$ cat src/rtl/otter_rf_pkg.sv
// Shared defaults, address-width helper and packed port vector types for the
// OTTER register file with pending-write scoreboard.
package otter_rf_pkg;

    localparam int XLEN_DEF     = 32;
    localparam int NREGS_DEF    = 32;
    localparam int CNT_W_DEF    = 2;
    localparam int NUM_READ_DEF = 2;

    // Register address width; a single-register file still needs one bit.
    function automatic int rf_aw(input int nregs);
        return (nregs > 1) ? $clog2(nregs) : 1;
    endfunction

    localparam int AW_DEF = rf_aw(NREGS_DEF);

    typedef logic [NUM_READ_DEF*AW_DEF-1:0]   rd_addr_vec_t;
    typedef logic [NUM_READ_DEF*XLEN_DEF-1:0] rd_data_vec_t;

endpackage

$ cat src/rtl/otter_regfile_sb_scoreboard.sv
// Pending-write scoreboard: one saturating counter per register counting
// in-flight producers. Drives issue back-pressure, per-port RAW busy and the
// sticky unexpected-writeback flag.
// Build option: OTTER_REGFILE_BYPASS_EN lets a same-cycle writeback retire
// its pending count for busy purposes.
module otter_rf_scoreboard
    import otter_rf_pkg::*;
#(
    parameter int NREGS    = NREGS_DEF,
    parameter int CNT_W    = CNT_W_DEF,
    parameter int NUM_READ = NUM_READ_DEF,
    localparam int AW      = rf_aw(NREGS)
) (
    input  logic                   clock,
    input  logic                   reset,
    input  logic [NUM_READ*AW-1:0] rd_addr,
    output logic [NUM_READ-1:0]    rd_busy,
    input  logic                   issue_valid,
    input  logic [AW-1:0]          issue_rd,
    output logic                   issue_ready,
    input  logic                   wb_en,
    input  logic [AW-1:0]          wb_addr,
    output logic                   wb_err
);

    logic [CNT_W-1:0] cnt [NREGS];
    logic             issue_acc;
    logic             wb_live;

    // Ready depends only on the pre-edge count, so a saturated register
    // refuses issue even when a writeback to it lands the same cycle.
    assign issue_ready = (issue_rd == '0) || (cnt[issue_rd] != '1);
    assign issue_acc   = issue_valid && issue_ready && (issue_rd != '0);
    assign wb_live     = wb_en && (wb_addr != '0);

    // Counter update: accepted issue increments, writeback decrements unless
    // already zero; both together on one register cancel out.
    always_ff @(posedge clock or posedge reset) begin
        if (reset) begin
            for (int r = 0; r < NREGS; r++) cnt[r] <= '0;
        end else begin
            for (int r = 1; r < NREGS; r++) begin
                if (issue_acc && (issue_rd == AW'(r))) begin
                    if (!(wb_live && (wb_addr == AW'(r)) && (cnt[r] != '0)))
                        cnt[r] <= cnt[r] + CNT_W'(1);
                end else if (wb_live && (wb_addr == AW'(r)) && (cnt[r] != '0)) begin
                    cnt[r] <= cnt[r] - CNT_W'(1);
                end
            end
        end
    end

    // Sticky error: a writeback arrived for a register with nothing pending.
    always_ff @(posedge clock or posedge reset) begin
        if (reset)
            wb_err <= 1'b0;
        else if (wb_live && (cnt[wb_addr] == '0))
            wb_err <= 1'b1;
    end

    for (genvar i = 0; i < NUM_READ; i++) begin : g_busy
        logic [AW-1:0]    a;
        logic [CNT_W-1:0] c;
        logic [CNT_W-1:0] eff;
        logic             hit;

        assign a = rd_addr[i*AW +: AW];
        assign c = cnt[a];
`ifdef OTTER_REGFILE_BYPASS_EN
        assign hit = wb_live && (wb_addr == a);
`else
        assign hit = 1'b0;
`endif
        assign eff        = (hit && (c != '0)) ? c - CNT_W'(1) : c;
        assign rd_busy[i] = (a != '0) && (eff != '0);
    end

endmodule

$ cat src/rtl/otter_regfile_sb.sv
// OTTER register file with pending-write scoreboard. Holds the data array and
// combinational read muxes; hazard tracking lives in otter_rf_scoreboard.
// Build option: OTTER_REGFILE_BYPASS_EN forwards writeback data to matching
// read ports in the same cycle; otherwise reads see storage only.
module otter_regfile_sb
    import otter_rf_pkg::*;
#(
    parameter int XLEN     = XLEN_DEF,
    parameter int NREGS    = NREGS_DEF,
    parameter int NUM_READ = 2,
    parameter int CNT_W    = CNT_W_DEF,
    localparam int AW      = rf_aw(NREGS)
) (
    input  logic                     clock,
    input  logic                     reset,
    input  logic [NUM_READ*AW-1:0]   rd_addr,
    output logic [NUM_READ*XLEN-1:0] rd_data,
    output logic [NUM_READ-1:0]      rd_busy,
    input  logic                     issue_valid,
    input  logic [AW-1:0]            issue_rd,
    output logic                     issue_ready,
    input  logic                     wb_en,
    input  logic [AW-1:0]            wb_addr,
    input  logic [XLEN-1:0]          wb_data,
    output logic                     wb_err
);

    logic [XLEN-1:0] rf [NREGS];

    // Storage write; register 0 is never written so it stays zero.
    always_ff @(posedge clock or posedge reset) begin
        if (reset) begin
            for (int r = 0; r < NREGS; r++) rf[r] <= '0;
        end else if (wb_en && (wb_addr != '0)) begin
            rf[wb_addr] <= wb_data;
        end
    end

    for (genvar i = 0; i < NUM_READ; i++) begin : g_read
        logic [AW-1:0] a;
        assign a = rd_addr[i*AW +: AW];
`ifdef OTTER_REGFILE_BYPASS_EN
        assign rd_data[i*XLEN +: XLEN] =
            (a == '0)                       ? '0      :
            (wb_en && (wb_addr == a))       ? wb_data :
                                              rf[a];
`else
        assign rd_data[i*XLEN +: XLEN] = (a == '0) ? '0 : rf[a];
`endif
    end

    otter_rf_scoreboard #(
        .NREGS    (NREGS),
        .CNT_W    (CNT_W),
        .NUM_READ (NUM_READ)
    ) u_sb (
        .clock       (clock),
        .reset       (reset),
        .rd_addr     (rd_addr),
        .rd_busy     (rd_busy),
        .issue_valid (issue_valid),
        .issue_rd    (issue_rd),
        .issue_ready (issue_ready),
        .wb_en       (wb_en),
        .wb_addr     (wb_addr),
        .wb_err      (wb_err)
    );

endmodule

$ cat config.mk
export PLATFORM = sky130hd
export DESIGN_NAME = otter_regfile_sb
export DESIGN_NICKNAME = d
export VERILOG_FILES = /design/src/rtl/otter_rf_pkg.sv /design/src/rtl/otter_regfile_sb_scoreboard.sv /design/src/rtl/otter_regfile_sb.sv
export SDC_FILE = /design/constraint.sdc
export NUM_CORES = 2
export LEC_CHECK = 0
export BUFFER_PORTS_ARGS = -buffer_cell sky130_fd_sc_hd__buf_4
export CAP_MARGIN = 20
export CORE_ASPECT_RATIO = 1.2
export CORE_UTILIZATION = 42
export DETAILED_ROUTE_END_ITERATION = 7
export PLACE_DENSITY = 0.59
export SYNTH_ARGS = -nofsm -noshare
export SYNTH_HDL_FRONTEND = slang
export SYNTH_SLANG_ARGS = --single-unit
$ cat constraint.sdc
create_clock -name clock -period 48.7 [get_ports clock]
set_clock_uncertainty 0.1 [all_clocks]
set_input_delay 14.61 -clock clock [delete_from_list [all_inputs] [get_ports clock]]
set_output_delay 14.61 -clock clock [all_outputs]
set_load 0.03 [all_outputs]
# Word-level counts from Yosys, hierarchy flattened
# Index checks and enable logic that the tools add are counted.
[word_totals]
ff_bits = 1087
input_bits = 56
output_inout_bits = 68
elab_cells = 549
[op_classes]
add_sub_neg = 62
magnitude_cmp = 5
eq_ne = 94
n_mux = 116
n_bitwise = 4
reduce_logical = 204
[ops]
columns = ["operator", "count"]
rows = [
  ["1024-bit bitwise mux", 1],
  ["32-bit binary-select mux with 5-bit select", 2],
  ["32-bit 2-to-1 mux", 7],
  ["2-bit 2-to-1 mux", 101],
  ["32-bit demux with 5-bit select", 1],
  ["5-bit equality test (second input constant)", 32],
  ["2-bit nonzero test", 64],
  ["1-bit logical AND", 100],
  ["5-bit by 4-bit equality test with 1-bit output (second input constant)", 16],
  ["2-bit != test (second input constant)", 32],
  ["2-bit by 1-bit adder with 2-bit output (second input constant)", 31],
  ["2-bit AND reduction", 31],
  ["2-bit by 1-bit subtractor with 2-bit output (second input constant)", 31],
  ["2-bit binary-select mux with 5-bit select", 4],
  ["5-bit by 3-bit equality test with 1-bit output (second input constant)", 8],
  ["6-bit greater-or-equal comparator (second input constant)", 4],
  ["5-bit inverter with 6-bit output", 4],
  ["5-bit by 2-bit equality test with 1-bit output (second input constant)", 4],
  ["5-bit nonzero test", 4],
  ["5-bit zero test", 3],
  ["5-bit by 1-bit equality test with 1-bit output (second input constant)", 2],
  ["6-bit by 1-bit < comparator with 1-bit output (second input constant)", 1],
  ["2-bit zero test", 1],
  ["1-bit logical OR", 1],
]

# Logic depth before layout (Yosys ltp)
[logic_depth]
depth_word = 11
mapped_depth = 9
depth_no_buf = 6

# Cells and area by module
# A second synthesis with hierarchy kept.
[hier_totals]
cells_unflattened = 4293
hier_area_um2 = 59657.2
[by_module_without_submodules]
columns = ["module", "n_inst", "cells_each", "area_each_um2", "seq_area_each_um2"]
rows = [
  ["otter_regfile_sb", 1, 3692, 54732.5, 25624.6],
  ["otter_rf_scoreboard", 1, 601, 4924.7, 1576.5],
]

# Worst setup path before layout
# OpenSTA, ideal clock, no wires.
[synth_timing]
kind = "input port to output port"
from = "input rd_addr[0]"
to = "output rd_busy[0]"
arrival_time_ns = 16.881
t_required_ns = 33.990
slack_ns = 17.109
cell_stages = 6
n_path_buf = 3
cell_sequence = "clkbuf_1 clkbuf_1 buf_1 mux4_2 mux4_2 mux2i_1"
[synth_between]
elab_chain_len = 6
word_cells_on_any_way = 7
classes_between = "3 x mux; 1 x bitwise; 3 x reduce/logical"
[synth_lines]
columns = ["item", "line_no", "rtl"]
rows = [
  ["start, declared", "otter_regfile_sb.sv:16", "input logic [NUM_READ*AW-1:0] rd_addr,"],
  ["5-bit inverter with 6-bit output (not written as such)", "otter_regfile_sb_scoreboard.sv:68", "assign c = cnt[a];"],
  ["2-bit binary-select mux with 5-bit select", "otter_regfile_sb_scoreboard.sv:68", ""],
  ["2-bit 2-to-1 mux (not written as such) (2 in series)", "otter_regfile_sb_scoreboard.sv:68", ""],
  ["2-bit nonzero test", "n/a", ""],
  ["1-bit logical AND *", "otter_regfile_sb_scoreboard.sv:75", "assign rd_busy[i] = (a != '0) && (eff != '0);"],
  ["end, declared", "otter_regfile_sb.sv:18", "output logic [NUM_READ-1:0] rd_busy,"],
]
# Every way passes the cells marked *; elsewhere a longest branch is shown, timed or not. The select of a mux whose other input is x is not followed.

# Worst setup path in the final report
[layout_timing]
from = "input rd_addr[5]"
to = "output rd_data[34]"
[layout_between]
elab_chain_len = 5
word_cells_on_any_way = 6
classes_between = "4 x mux; 1 x bitwise; 1 x reduce/logical"
[layout_lines]
columns = ["item", "line_no", "rtl"]
rows = [
  ["5-bit inverter with 6-bit output (not written as such)", "otter_regfile_sb.sv:48", "assign rd_data[i*XLEN +: XLEN] = (a == '0) ? '0 : rf[a];"],
  ["32-bit binary-select mux with 5-bit select", "otter_regfile_sb.sv:48", ""],
  ["32-bit 2-to-1 mux (not written as such) (2 in series)", "otter_regfile_sb.sv:48", ""],
  ["32-bit 2-to-1 mux *", "otter_regfile_sb.sv:48", ""],
  ["end, declared", "otter_regfile_sb.sv:17", "output logic [NUM_READ*XLEN-1:0] rd_data,"],
]
# Marks and branches as above.

==> out/metrics.yaml <==
grt:
  grt_max_degree: 166
  grt_pass1_wl_um: 258000
  grt_pass1_vias: 36314
  global_route.usage.total_pct: 25.1
  grt_antenna_before_repair: 3
  grt_overflow_total: 0
power_and_ir_drop:
  share_clk_of_total_power_pct: 34.2
  switching_share_pct: 27.8
  power.combinational.fraction_pct: 22.8
  power_density_normalized_to_cell_area_nw_per_um2: 43.5
  vdd.ir_drop.worst_mv: 0.0275
  total_switching_power_uw: 786
  cell_int_power_uw: 2050
  cellLeakagePower_uw: 0.0278
  share_seq_of_total_power_pct: 43.0
sta:
  setup_tns_ns: 0
  max_freq_mhz: 30.0
  hold_violations: 0
  timing.max_slew.rel_slack_pct: 20.6
  whs_ns: 0.273
  finalWorstPathRequiredPeriod_ns: 33.39
  timing_max_transition_violations_final: 0
  grt_setup_unrepaired: "no"
  report.final.setup_viol: 0
  timing.final.crit_share_pct: 68.6
  worst_slew_pin_slew_ns: 1.19
clocking:
  post_cts_hold_buffer_count: 0
  postCtsSetupRepairBufs: 0
  clkSlewWorstSetupHoldPaths_ns: 0.06
  clk_latency_ns: 0.73
  clock-root-buffer: "sky130_fd_sc_hd__clkbuf_16"
  cts_repair_resize_count: 0
  ctsHtreeMaxLevel: 3
  cts_buffers: 113
  clock-sinks: 1087
  clk_path_buf_depth: 3
  tritoncts_clock_tree: "done"
detailed_routing:
  total_drc_errors_in_the_routed_layout: 0
  route.final.wire_length_um: 172000
  via_per_inst: 6.33
  drt_iter0_markers: 2952
  drt-pass1-iter-count: 5
  postRouteAntennaNets: 0
  drt-wirelength-per-cell_um: 31.2
  via_count: 34960
yosys:
  postSynth.topFlopCell: "sky130_fd_sc_hd__dfrtp_1"
  main_combinational_cell_family_by_area_after_synthesis: "multiplexers"
  ys_seq_area_share_pct: 46.4
  post_synth_edffs: 0
  netlist_area_um2: 58600
  post_synth_and_or_nand_nor_area_fraction_pct: 2.52
  yosysMostFrequentCell: "sky130_fd_sc_hd__dfrtp_1"
  yosys.cell_types.count: 53
  mux_cell_area_share_after_synthesis_pct: 46.0
  netlist.top_cell.by_area: "sky130_fd_sc_hd__dfrtp_1"
  synth_fp_nets: 3781
  fraction_of_registers_with_async_set_reset_pct: 100
  synthDominantCellAreaShare_pct: 46.4
  ys_top_cells_by_area: "sky130_fd_sc_hd__dfrtp_1 46%, sky130_fd_sc_hd__mux4_2 25%, sky130_fd_sc_hd__mux2_2 20%, sky130_fd_sc_hd__clkbuf_1 1.8%, sky130_fd_sc_hd__mux2i_1 0.92%"
  synthTopCellsByCount: "1087 x sky130_fd_sc_hd__dfrtp_1, 1021 x sky130_fd_sc_hd__mux2_2, 658 x sky130_fd_sc_hd__mux4_2, 277 x sky130_fd_sc_hd__clkbuf_1, 119 x sky130_fd_sc_hd__nor2_1"
  yosys.area_share.adder_pct: 0
  avgSynthCellArea_um2: 15.7
  synthXorXnorAreaFrac_pct: 0.463
  ys_ff_latch: 1087
  synthCells: 3725
  synth_compound_area_share_pct: 1.70
  synth-warning-count: 2
critical_path:
  critical_path.max_stage_delay_ns: 0.84
  worstPathBufferInverterCount: 4
  timing.critical_path.mode_cell: "sky130_fd_sc_hd__buf_4"
  cp_top_family: "buffers and inverters"
  path_max_fanout: 62
  crit_path_end_kind: "output port"
  critical-path-slowest-cell: "sky130_fd_sc_hd__buf_4"
  worst-endpoint-required_ns: 33.99
  worst-r2r-cell-count: 6
  startpoint_to_endpoint_class_of_the_critical_path: "in2out"
  worstPathCellList: "buf_8 > buf_4 > buf_4 > mux4_2 > mux4_2 > mux2i_1 > nor2_1 > buf_4"
  cp-start-kind: "input pin"
  critical_path_depth: 8
  worst-endpoint-arrival_ns: 18.68
floorplan:
  boundaryPins: 124
  placeableCoreArea_um2: 138000
  fp.dieH_um: 411
  initial_core_util_pct: 42.5
  fp.dieArea_um2: 141000
  die_w_um: 343
  core.rowCount: 149
final_layout:
  fillerInstances: 11888
  final_core_util_pct: 47.2
  post_route_cells_drive_above_1_share_pct: 56.7
  final_area_um2: 65100
  nNetsFinal: 3667
  layout-area-overhead-vs-synth_pct: 11.1
  fin_cells: 5522
placed_design:
  dpl.cell_count: 5306
  number_of_i_o_port_buffers: 123
  detailed_place_hpwl_um: 89800
  dpl-instance-area_um2: 60900
  place_congestion: 0.803
hold_path:
  timing.hold.worst.class: "reg2reg"
  worst_hold_path.num_cells: 0
outcome:
  outcome: "complete, no violations"
flow_run:
  drv.max_cap_violation_count: 0
## worst reg2reg max path, cell delays in order (launching register included)
cell and delay, ns:
sky130_fd_sc_hd__dfrtp_1 0.48, sky130_fd_sc_hd__mux4_1 0.53, sky130_fd_sc_hd__o22ai_1 0.19, sky130_fd_sc_hd__a31oi_1 0.20, sky130_fd_sc_hd__a211oi_2 0.64, sky130_fd_sc_hd__nand2_1 0.15, sky130_fd_sc_hd__xor2_1 0.20
## cell usage in the layout, fill, tap and decap left out, drive strengths merged, types with 4 or more instances in the layout
| cell type | instances |
|---|---|
| a21oi | 18 |
| clkinvlp | 11 |
| nor3b | 21 |
| nand2 | 84 |
| xor2 | 15 |
| nor2b | 23 |
| o221ai | 4 |
| o2111ai | 16 |
| a22oi | 4 |
| bufinv | 22 |
| mux4 | 662 |
| dfrtp | 1087 |
| a31oi | 5 |
| xnor2 | 16 |
| mux2 | 1022 |
| o31ai | 14 |
| inv | 7 |
| nor2 | 119 |
| o21ai | 22 |
| nand3 | 23 |
| o21bai | 12 |
| nand3b | 4 |
| and2 | 18 |
| nor3 | 9 |
| buf | 185 |
| a22o | 12 |
| clkinv | 28 |
| mux2i | 54 |
| clkbuf | 149 |
| a211oi | 11 |
| o211ai | 11 |
## per-layer routing
metal | GRT usage [%] | vias up | part of all wire (%) | routed length (um)
li1 | - | 14287 | - | -
met1 | 35.3 | 19542 | 43 | 74400
met2 | 40.2 | 887 | 49 | 83900
met3 | 3.82 | 240 | 5.2 | 8880
met4 | 7.65 | 4 | 2.8 | 4870
met5 | 0 | - | 0.013 | 23
## flip-flops by register name, indices dropped and copies added (netlist names)
signal       cells
u_sb.wb_err      1
u_sb.cnt        62
rf            1024
## per-stage QoR
stage	worst slack, ns	total power [uW]
6_report	15.31	2830
5_1_grt	14.92	2960
4_1_cts	15.11	2850
3_5_place_dp	15.11	1880
3_3_place_gp	15.13	1860
2_1_floorplan	3.39	1700
## final cells by class
cell class              count  area, um^2  share of cell area [%]
flip-flops and latches   1087       27200                    41.8
multi-input cells        2220       30000                    46.0
diodes                      1        2.50                 0.00384
inverters                   4        22.5                  0.0346
clock buffers             149        3220                    4.94
clock inverters            64         950                    1.46
well taps                1812        2270                    3.48
repair buffers            185        1530                    2.34
## power by group through the flow
stage | logic [uW] | clock network (uW) | registers [uW]
floorplan | 515 | 0 | 1190
detailed placement | 649 | 0 | 1230
CTS | 650 | 989 | 1210
finish | 645 | 969 | 1220
global route | 692 | 1020 | 1240
global placement | 638 | 0 | 1220
## worst paths after layout
check                      slack [ns]           end          from
max                             15.31   rd_data[34]    rd_addr[5]
max in group asynchronous       31.23       rf[373]         reset
min reg2reg                      0.27      rf[1002]      rf[1002]
max reg2reg                     46.09  u_sb.cnt[52]  u_sb.cnt[38]
min in group asynchronous       13.95       rf[230]         reset
min                              0.27      rf[1002]      rf[1002]
## logic make-up (layout without fill, tap and decap cells)
kind of cell | count (synthesis) | after routing
compound gates | 136 | 136
buf+inv | 418 | 402
mux | 1738 | 1738
simple gates | 315 | 315
xor+xnor | 31 | 31
flops | 1087 | 1087
other cells | 0 | 1
No activity file was read; power rests on OpenSTA's default activity.
